==> src/rtl/ldpc_enc_pkg.sv <==
// Shared definitions for the LDPC encoder: frame geometry defaults and the
// control FSM state encoding used by both the controller and the datapath.
package ldpc_enc_pkg;
  localparam int K_WORDS_DEF  = 8;
  localparam int P_CYCLES_DEF = 16;
  localparam int N_WORDS_DEF  = 16;
  localparam int CW_DEF       = 5;

  typedef enum logic [2:0] {
    ST_IDLE      = 3'd0,
    ST_LOAD      = 3'd1,
    ST_ENC_START = 3'd2,
    ST_ENC       = 3'd3,
    ST_LOAD_OUT  = 3'd4,
    ST_OUT       = 3'd5
  } enc_state_e;
endpackage

==> src/rtl/enc_cnt.sv <==
// Shared frame counter: synchronous clear, enable, and terminal-count flag
// against a per-state limit; wraps to zero when it advances past the limit.
module enc_cnt import ldpc_enc_pkg::*; #(
  parameter int CW = CW_DEF
) (
  input  logic          clk,
  input  logic          rst_n,
  input  logic          clr,
  input  logic          en,
  input  logic [CW-1:0] term,
  output logic [CW-1:0] cnt,
  output logic          tc
);
  logic [CW-1:0] cnt_q, cnt_d;

  assign cnt = cnt_q;
  assign tc  = (cnt_q == term);

  always_comb begin
    cnt_d = cnt_q;
    if (clr)     cnt_d = '0;
    else if (en) cnt_d = tc ? '0 : cnt_q + 1'b1;
  end

  always_ff @(posedge clk or negedge rst_n) begin
    if (!rst_n) cnt_q <= '0;
    else        cnt_q <= cnt_d;
  end
endmodule

==> src/rtl/control_encode.sv <==
// LDPC encoder frame controller: load K message words, run P parity steps,
// then stream N codeword words out with downstream back-pressure.
module control_encode import ldpc_enc_pkg::*; #(
  parameter int K_WORDS  = K_WORDS_DEF,
  parameter int P_CYCLES = P_CYCLES_DEF,
  parameter int N_WORDS  = N_WORDS_DEF,
  parameter int CW       = CW_DEF
) (
  input  logic          clk,
  input  logic          rst_n,
  input  logic          ready,
  input  logic          en_din,
  input  logic          out_rdy,
  output logic          load,
  output logic          start_enc,
  output logic          shift_enc,
  output logic [CW-1:0] blk_idx,
  output logic          load_cout,
  output logic          en_out,
  output logic          shift_out,
  output logic          rst_flag,
  output logic          busy,
  output logic          done
);
  localparam logic [CW-1:0] K_LAST = CW'(K_WORDS - 1);
  localparam logic [CW-1:0] P_LAST = CW'(P_CYCLES - 1);
  localparam logic [CW-1:0] N_LAST = CW'(N_WORDS - 1);

  enc_state_e    state_q, state_d;
  logic          done_q, done_d;
  logic          cnt_clr, cnt_en, cnt_tc;
  logic [CW-1:0] cnt_term, cnt;

  enc_cnt #(.CW(CW)) u_cnt (
    .clk   (clk),
    .rst_n (rst_n),
    .clr   (cnt_clr),
    .en    (cnt_en),
    .term  (cnt_term),
    .cnt   (cnt),
    .tc    (cnt_tc)
  );

  assign done = done_q;

  always_comb begin
    state_d   = state_q;
    done_d    = 1'b0;
    cnt_clr   = 1'b0;
    cnt_en    = 1'b0;
    cnt_term  = K_LAST;
    load      = 1'b0;
    start_enc = 1'b0;
    shift_enc = 1'b0;
    blk_idx   = '0;
    load_cout = 1'b0;
    en_out    = 1'b0;
    shift_out = 1'b0;
    rst_flag  = 1'b1;
    busy      = 1'b0;
    case (state_q)
      ST_IDLE: begin
        cnt_clr = 1'b1;
        if (ready) state_d = ST_LOAD;
      end
      ST_LOAD: begin
        busy   = 1'b1;
        load   = en_din;
        cnt_en = en_din;
        if (en_din && cnt_tc) state_d = ST_ENC_START;
      end
      ST_ENC_START: begin
        busy      = 1'b1;
        start_enc = 1'b1;
        cnt_clr   = 1'b1;
        state_d   = ST_ENC;
      end
      ST_ENC: begin
        busy      = 1'b1;
        shift_enc = 1'b1;
        blk_idx   = cnt;
        cnt_en    = 1'b1;
        cnt_term  = P_LAST;
        if (cnt_tc) state_d = ST_LOAD_OUT;
      end
      ST_LOAD_OUT: begin
        busy      = 1'b1;
        load_cout = 1'b1;
        cnt_clr   = 1'b1;
        state_d   = ST_OUT;
      end
      ST_OUT: begin
        busy      = 1'b1;
        en_out    = 1'b1;
        shift_out = out_rdy;
        cnt_en    = out_rdy;
        cnt_term  = N_LAST;
        // Final transfer: clear the datapath and report completion next cycle.
        if (out_rdy && cnt_tc) begin
          rst_flag = 1'b0;
          done_d   = 1'b1;
          state_d  = ST_IDLE;
        end
      end
      default: begin
        cnt_clr = 1'b1;
        state_d = ST_IDLE;
      end
    endcase
  end

  always_ff @(posedge clk or negedge rst_n) begin
    if (!rst_n) begin
      state_q <= ST_IDLE;
      done_q  <= 1'b0;
    end else begin
      state_q <= state_d;
      done_q  <= done_d;
    end
  end
endmodule

==> config.mk <==
export PLATFORM = sky130hd
export DESIGN_NAME = control_encode
export DESIGN_NICKNAME = d
export VERILOG_FILES = /design/src/rtl/ldpc_enc_pkg.sv /design/src/rtl/enc_cnt.sv /design/src/rtl/control_encode.sv
export SDC_FILE = /design/constraint.sdc
export NUM_CORES = 1
export LEC_CHECK = 0
export ABC_AREA = 1
export CAP_MARGIN = 10
export CELL_PAD_IN_SITES_DETAIL_PLACEMENT = 1
export CELL_PAD_IN_SITES_GLOBAL_PLACEMENT = 2
export CORE_AREA = 8 8 62 64
export CTS_CLUSTER_SIZE = 20
export DETAILED_ROUTE_END_ITERATION = 16
export DIE_AREA = 0 0 70 72
export HOLD_SLACK_MARGIN = 0.12
export PLACE_DENSITY_LB_ADDON = 0.1
export REMOVE_ABC_BUFFERS = 1
export SYNTH_ARGS = -nofsm -noshare
export SYNTH_HDL_FRONTEND = slang
export SYNTH_SLANG_ARGS = --single-unit
==> constraint.sdc <==
create_clock -name clk -period 1.6 [get_ports clk]
set_input_delay 0.24 -clock clk [delete_from_list [all_inputs] [get_ports clk]]
set_output_delay 0.24 -clock clk [all_outputs]
set_load 0.03 [all_outputs]
### Word-level counts from Yosys, hierarchy flattened

Cells that the tools add are included.
Widths: inputs -> output; s select.

| word-level totals | value |
|---|---|
| flip-flop bits (word level) | 9 |
| bits in latches | 0 |
| logic and storage cells | 44 |
| memory bits (writable) | 0 |
| memory bits (read-only) | 0 |
| memories kept | 0 |

| operators by class | value |
|---|---|
| divide/modulo/power cells | 0 |
| shifts and indexed selects | 0 |
| add/subtract/negate cells | 1 |
| reductions and logical operators | 7 |
| eq/ne operators | 11 |
| bitwise gates (word level) | 0 |
| multiplexer cells | 22 |
| multipliers | 0 |
| $lt $le $gt $ge | 0 |

Operators by type and width:

| kind | number |
|---|---|
| $mux 5 | 4 |
| $pmux 3 s6 | 1 |
| $mux 3 | 4 |
| $mux 1 | 11 |
| $ne 2x2->1 const B | 4 |
| $eq 3x2->1 const B | 2 |
| $eq 3x3->1 const B | 2 |
| $add 5x1->5 const B | 1 |
| $eq 5x4->1 | 1 |
| $reduce_or 5->1 | 1 |
| $mux 4 | 1 |
| $reduce_and 4->1 | 1 |
| $eq 3x1->1 const B | 1 |
| $logic_not 3->1 | 1 |
| $pmux 1 s3 | 1 |
| $reduce_or 3->1 | 1 |
| $logic_and 1x1->1 | 2 |
| $ne 2x1->1 const B | 1 |
| $reduce_or 2->1 | 1 |

### Longest topological paths before layout

Gate-level depths: netlist of the first run.

| logic depth | value |
|---|---|
| depth after elaboration | 7 |
| mapped depth | 11 |
| gate-level depth less buffers | 10 |

### Modules after synthesis

A second synthesis of the first run with hierarchy kept.

| second synthesis, totals | value |
|---|---|
| cell total of the unflattened synthesis | 117 |
| area total of the unflattened synthesis | 720.7 µm² |

By module, submodules not included:

| module | cells each | area an instance (µm²) | instances | seq. area each (µm²) |
|---|---|---|---|---|
| control_encode | 65 | 367.9 | 1 | 100.1 |
| enc_cnt | 52 | 352.8 | 1 | 125.1 |

### Least setup slack after synthesis of the first run

Ideal clock, no wire load.

| timing | value |
|---|---|
| path kind | register -> register |
| from | register state_q[1] |
| to | register u_cnt.cnt_q[2], in the netlist u_cnt.cnt[2] |
| stages on the path, launching flop included | 10 |
| required time | 1478 ps |
| setup time | 122 ps |
| arrival | 1565 ps |
| buffers on the path | 1 |
| slack | -88 ps |
| path through | dfrtp_1 -> buf_4 -> inv_1 -> nand3_1 -> nor2_1 -> nor2_1 -> nand2_2 -> inv_2 -> nor3_1 -> nor3_1 |

| on the way | value |
|---|---|
| word-level cells in the longest chain between the ends | 7 |
| elaborated cells on any way between the ends | 12 |

Ends and longest elaborated chain:

| item | RTL line | RTL |
|---|---|---|
| start: declaration | control_encode.sv:29 | `enc_state_e state_q, state_d;` |
| start signal: assignment | control_encode.sv:117 | `state_q <= state_d;` |
| $eq 3x3->1 or $eq 3x2->1 (tied branches) | control_encode.sv:61 | `case (state_q)` |
| $reduce_or 2->1 (no line) | -- |  |
| $mux 4 | control_encode.sv:61 |  |
| $eq 5x4->1 | enc_cnt.sv:17 | `assign tc = (cnt_q == term);` |
| $mux 5 (2 in series) | enc_cnt.sv:22 | `else if (en) cnt_d = tc ? '0 : cnt_q + 1'b1;` |
| $mux 5 | enc_cnt.sv:21 | `if (clr) cnt_d = '0;` |
| end signal: assignment | enc_cnt.sv:27 | `else cnt_q <= cnt_d;` |
| end: declaration | enc_cnt.sv:14 | `logic [CW-1:0] cnt_q, cnt_d;` |

Parallel ways exist; a longest one is shown, timed or not. The select of a mux whose other input is x is not followed.
A chain may end at the register's enable or synchronous reset.

### Worst setup path in the final report of the first run

| timing | value |
|---|---|
| from | register u_cnt.cnt_q[1], in the netlist u_cnt.cnt[1] |
| to | output port rst_flag |

| on the way | value |
|---|---|
| word-level cells in the longest chain between the ends | 4 |

Ends and longest elaborated chain:

| item | RTL line | RTL |
|---|---|---|
| $eq 5x4->1 | enc_cnt.sv:17 |  |
| $logic_and 1x1->1 | control_encode.sv:99 | `if (out_rdy && cnt_tc) begin` |
| $mux 1 | control_encode.sv:99 |  |
| $mux 1 | control_encode.sv:61 |  |
| end: declaration | control_encode.sv:21 | `output logic rst_flag,` |

No other way between the ends.

==> reports/metrics.cfg, run 1 <==
[outcome]
status = finished with violations
violations = negative setup slack

[setup_path]
worstPathArrival_ns = 1.40
cp_top_family = simple AND/OR/NAND/NOR gates
crit_type = flop to output port
cp.depth = 7
r2r_cells = 11
reg2reg_to = state_q[0]
crit_end = rst_flag
cp_common_cell = inv_2
crit_chain = ha_2 > inv_2 > nor3_4 > nand3_4 > nor2_4 > inv_2 > buf_6
r2r_slack_ns = 0.03
worstPathRequired_ns = 1.36
cp-startpoint = u_cnt.cnt[1]
end_kind = output port
cp-start-kind = flop
crit_slowest_cell = dfrtp_1
path_max_fanout = 2
reg2reg_from = state_q[2]
cp_num_buf_inv = 3
slowest_delay_ns = 0.35

[clock_tree]
clock_sinks = 9
root_buffer = clkbuf_4
htree_levels = 1
cts_hold_buf = 0
numCtsBuffers = 3
clk_latency_ns = 0.26
ctsLongestPathBuffers = 2
path_clk_slew_ns = 0.06
tritoncts = yes

[pwr]
power_frac_clock = 0.097
power_frac_seq = 0.187
power.density_nw_per_um2 = 1435
power_leakage_nw = 0.5890
ir_drop_mv = 0.7727
netSwitchingPower_uw = 852.5
p_comb_frac = 0.716
switching_share = 0.4738
p_int_uw = 946.7

[route]
drtIter0Drc = 9
wirelength_um = 2329
drc = 0
ant_nets = 0
viasPerCell = 4.531
dr.pass1.iters = 2
vias = 802
post_drt_wl_per_cell_um = 13.16

[grt]
grt-ovfl-total = 0
grt_antenna_before_repair = 0
grt_pass1_vias = 863
grt_pass1_wl_um = 3967
groute.usage.overall = 0.09708
grt_max_degree = 10

[floorplan]
die_width_um = 70
die_area_um2 = 5040
core_um2 = 2903
die_h_um = 72
pin_count = 19
start_util = 0.2358
fp-row-count = 20

[timing]
period_share = 1.026
fin_tns_setup_ns = -0.04138
rsz0062_at_grt = true
fmax_mhz = 609.2
drv_slew = 0
maxSlewHeadroom = 0.7262
fin_ws_ns = -0.04138
worst_pin_slew_ns = 0.4095
fin_skew_ns = 0.004504
hold_viol_final = 0
finalSetupViolCount = 1
period_minus_slack_ns = 1.641

[logic_synthesis]
syn_avg_cell_area_um2 = 7.281
synthMostInstantiatedCell = nand2_1
yosys_most_used_dff = dfrtp_1
syn_inst = 94
ys_types = 24
seq_area_frac_synth = 0.3291
synth_seq_cells = 9
synth-async-reset-ratio = 1.000
yosysTopAreaCellShare = 0.3291
netlist_area_um2 = 684.4
synth_common_cells = nand2_1 (17), inv_1 (14), nor2_1 (12), dfrtp_1 (9), nand3_1 (9)
synth.top_cells.by_area = dfrtp_1 (33%), nand2_1 (9.3%), inv_1 (7.7%), nand3_1 (6.6%), nor2_1 (6.6%)
synth_largest_area_cell = dfrtp_1
synth-edff-count = 0
ys_warn_count = 0

[final_layout]
drive_above_1_share = 0.5556
nets = 151
n_fill_cell = 365
synthToLayoutAreaGrowth_pct = 83.18
final_util = 0.4319
n_antenna_cell = 0

[min_path]
holdCritPathClass = primary input to async pin

[job]
maxCapViolCount = 0

[placed_design]
io_buffer_count = 18
dp_hpwl_um = 1902
gp_congestion = 0.7406

## what timing repair did
action,in CTS,in global routing
resized for setup,19,31
pin swaps,2,4
setup buffers,3,2
endpoints found under the setup margin,5,16
## power groups by stage
stage	logic [mW]	clock network, mW	registers (mW)
6_report	1.29	0.174	0.337
5_1_grt	1.43	0.191	0.345
4_1_cts	1.15	0.183	0.324
3_5_place_dp	1.06	0	0.330
3_3_place_gp	1.05	0	0.327
2_1_floorplan	0.565	0	0.361
## logic make-up (layout without fill, tap and decap cells)
family	after synthesis	count (layout)	synth area share
xor+xnor	2	2	0.02560
compound gates	11	11	0.1097
simple gates	52	52	0.3967
buf+inv	19	69	0.1207
fa+ha+maj	1	1	0.01828
flops	9	9	0.3291
## flip-flops by register name (all words and copies together) (netlist names)
signal and count:
state_q 3, done 1, u_cnt.cnt 5
## area by class of cell
| class | count | area (µm²) | share of cell area |
|---|---|---|---|
| inverter | 17 | 66.31 | 0.05289 |
| timing repair buffer | 48 | 417.9 | 0.3333 |
| sequential | 9 | 227.7 | 0.1816 |
| tap | 33 | 41.29 | 0.03293 |
| multi-input combinational | 66 | 474.2 | 0.3782 |
| clock buffer | 4 | 26.28 | 0.02096 |
## metal layers
metal	track usage	vias up	routed length (µm)
li1	-	403	-
met1	0.1225	380	1109
met2	0.1574	15	1089
met3	0.02319	4	102
met4	0.03348	0	27
met5	0	-	0
## stage by stage
step	cell area [µm²]	total power, mW	setup slack [ns]	hold slack (ns)	cells
2_1_floorplan	665.6	0.9264	-0.06759	-0.05559	92
3_3_place_gp	1052	1.380	-0.4396	0.5721	169
3_5_place_dp	1052	1.389	-0.4505	0.5760	169
4_1_cts	1142	1.660	-0.1162	0.2906	176
5_1_grt	1254	1.964	-0.1246	0.3118	177
6_report	1254	1.799	-0.04138	0.2745	177
## placed cells by master, fill, tap and decap left out, types with 2 or more instances in the layout
cell and instances:
inv_1 10, clkdlybuf4s50_1 5, nand3_1 8, nor2_1 5
dfrtp_2 2, nand3_4 3, inv_2 6, o21ai_1 2
nand3_2 2, nand4_1 2, nor2_2 2, a21oi_1 3
nand2_1 14, buf_6 12, nand2_2 5, dfrtp_1 7
buf_4 31, nor2_4 6, clkbuf_4 3, xor2_1 2
nor3_1 2, o22ai_1 2
## worst min-delay path by stage
stage          start            to  slack (ns)  cells after the start
2_1_floorplan  rst_n          done       -0.06                      0
3_3_place_gp   rst_n  u_cnt.cnt[1]        0.57                      1
3_5_place_dp   rst_n  u_cnt.cnt[1]        0.58                      1
4_1_cts        rst_n  u_cnt.cnt[1]        0.29                      1
5_1_grt        rst_n  u_cnt.cnt[1]        0.31                      1
6_report       rst_n  u_cnt.cnt[1]        0.27                      1
Note: power is estimated with default switching activity, not from simulation.
==> run 2, diff against run 1 <==
--- a/constraint.sdc
+++ b/constraint.sdc
@@ -3,2 +3,2 @@
 set_output_delay 0.24 -clock clk [all_outputs]
-set_load 0.03 [all_outputs]
+set_load 0.01 [all_outputs]
==> run 2 against run 1 <==
Compared with the run above: the run still ends with negative setup slack left; first-iteration DRC count decreased by 33%; power up 9.5%; clock skew down 0.0034 ns; cell count up 3.4%; via count up 4.0%; cell area up 13%; register-to-register slack got worse by 0.08 ns; worst hold slack improved by 0.014 ns; non-clock buffer count increased by 6.
==> reports/metrics.cfg, run 2 (synthesis results as in run 1) <==
[placed_design]
io_buffer_count = 18
dp_hpwl_um = 1986
gp_congestion = 0.7414

[pwr]
p_int_mw = 1.053
power_frac_seq = 0.163
ir_drop_mv = 0.7088
p_comb_frac = 0.747
switching_share = 0.4652
power_mw = 1.969
power_leakage_nw = 0.6234
netSwitchingPower_uw = 916.2
power.density_nw_per_um2 = 1392
power_frac_clock = 0.090

[grt]
grt_pass1_wl_um = 4271
groute.usage.overall = 0.1032
grt_max_degree = 10
grt_antenna_before_repair = 0
grt_pass1_vias = 911
grt-ovfl-total = 0

[clock_tree]
path_clk_slew_ns = 0.06
htree_levels = 1
clk_latency_ns = 0.26
root_buffer = clkbuf_4
numCtsBuffers = 3
tritoncts = yes
clock_sinks = 9
ctsLongestPathBuffers = 2

[setup_path]
crit_type = flop to output port
r2r_slack_ns = -0.05
cp-start-kind = flop
end_kind = output port
path_max_fanout = 4
worstPathRequired_ns = 1.36
worstPathArrival_ns = 1.48
r2r_cells = 11

[route]
ant_nets = 0
dr.pass1.iters = 2
drc = 0
post_drt_wl_per_cell_um = 14.51
viasPerCell = 4.557
vias = 834
wirelength_um = 2655
drtIter0Drc = 6

[final_layout]
synthToLayoutAreaGrowth_pct = 106.8
n_antenna_cell = 0
mostFrequentLayoutCells = buf_4 (28), buf_6 (14), nand2_1 (13)
drive_above_1_share = 0.6533
largest_register_ffs = 5
final_common_cell = buf_4
nets = 157

[timing]
hold_viol_final = 0
worst_pin_slew_ns = 0.4352
period_share = 1.076
rsz0062_at_grt = true
finalSetupViolCount = 10
period_minus_slack_ns = 1.722
holdWs_ns = 0.2881
fmax_mhz = 580.9
fin_skew_ns = 0.001146
drv_slew = 0
fin_ws_ns = -0.1216
maxSlewHeadroom = 0.7090

[floorplan]
pin_count = 19
die_h_um = 72
die_width_um = 70
core_um2 = 2903
start_util = 0.2358
fp-row-count = 20
die_area_um2 = 5040

[outcome]
status = finished with violations
violations = negative setup slack

[min_path]
holdCritPathClass = primary input to async pin

[job]
maxCapViolCount = 0

==> run 2: changes by cell type in the layout (fill, tap and decap cells not counted), moves of 4 or more <==
cell and delta:
buf_2 +4, nand3_1 -4, nand3_2 +4, nor2_1 -4, nor2_4 +4
==> run 2: per-stage QoR <==
stage,instance area (µm²),setup TNS (ns),std cells,setup slack [ns],util
floorplan,665.6,0,92,0.2195,-
global placement,1097,-1.554,171,-0.3324,0.3780
detailed placement,1097,-1.659,171,-0.3610,0.3780
CTS,1191,-0.1643,182,-0.1499,0.4103
global route,1415,-1.325,183,-0.1910,0.4875
finish,1415,-0.2764,183,-0.1216,0.4875
==> run 2: power groups by stage <==
| stage | registers, mW | clock network [mW] | logic (mW) |
|---|---|---|---|
| 6_report | 0.320 | 0.177 | 1.47 |
| 5_1_grt | 0.328 | 0.191 | 1.60 |
| 4_1_cts | 0.318 | 0.184 | 1.18 |
| 3_5_place_dp | 0.334 | 0 | 1.02 |
| 3_3_place_gp | 0.333 | 0 | 1.00 |
| 2_1_floorplan | 0.361 | 0 | 0.482 |
==> run 2: layout make-up <==
class	count	area, µm²
Fill cell	364	1488
Multi-Input combinational cell	66	566.8
Timing Repair Buffer	54	467.9
Sequential cell	9	226.5
Inverter	17	86.33
Tap cell	33	41.29
Clock buffer	4	26.28
==> run 2: worst paths after layout <==
kind | from | end
setup reg to reg | state_q[2] | u_cnt.cnt[2]
min in group clk | u_cnt.cnt[4] | done
hold reg to reg | u_cnt.cnt[4] | done
hold / removal | rst_n | u_cnt.cnt[1]
max in group asynchronous | rst_n | state_q[2]
setup / recovery | state_q[2] | rst_flag
==> run 2: worst max-delay path, cell delays in order (launching register included) <==
cell and delay, ns:
dfrtp_2 0.43, buf_6 0.14, inv_8 0.04, nand3_4 0.08, nand2_2 0.07, nand2_2 0.09, nand3_4 0.09, nor2_4 0.11
inv_1 0.04, buf_2 0.13
==> run 2: repair_timing <==
| action | 4_1_cts | 5_1_grt |
|---|---|---|
| gates cloned | 0 | 0 |
| resized for setup | 67 | 58 |
| setup endpoints to repair | 19 | 20 |
| pin swaps | 7 | 13 |
| hold buffers | 0 | 0 |
| setup buffers | 8 | 2 |
==> run 2: routing by layer <==
layer | global-route usage | vias to the layer above | part of all wire
met4 | 0.04018 | 0 | 0.010
met3 | 0.02046 | 2 | 0.037
met2 | 0.1787 | 12 | 0.54
met1 | 0.1221 | 406 | 0.41
met5 | 0 | - | 0
li1 | - | 414 | -
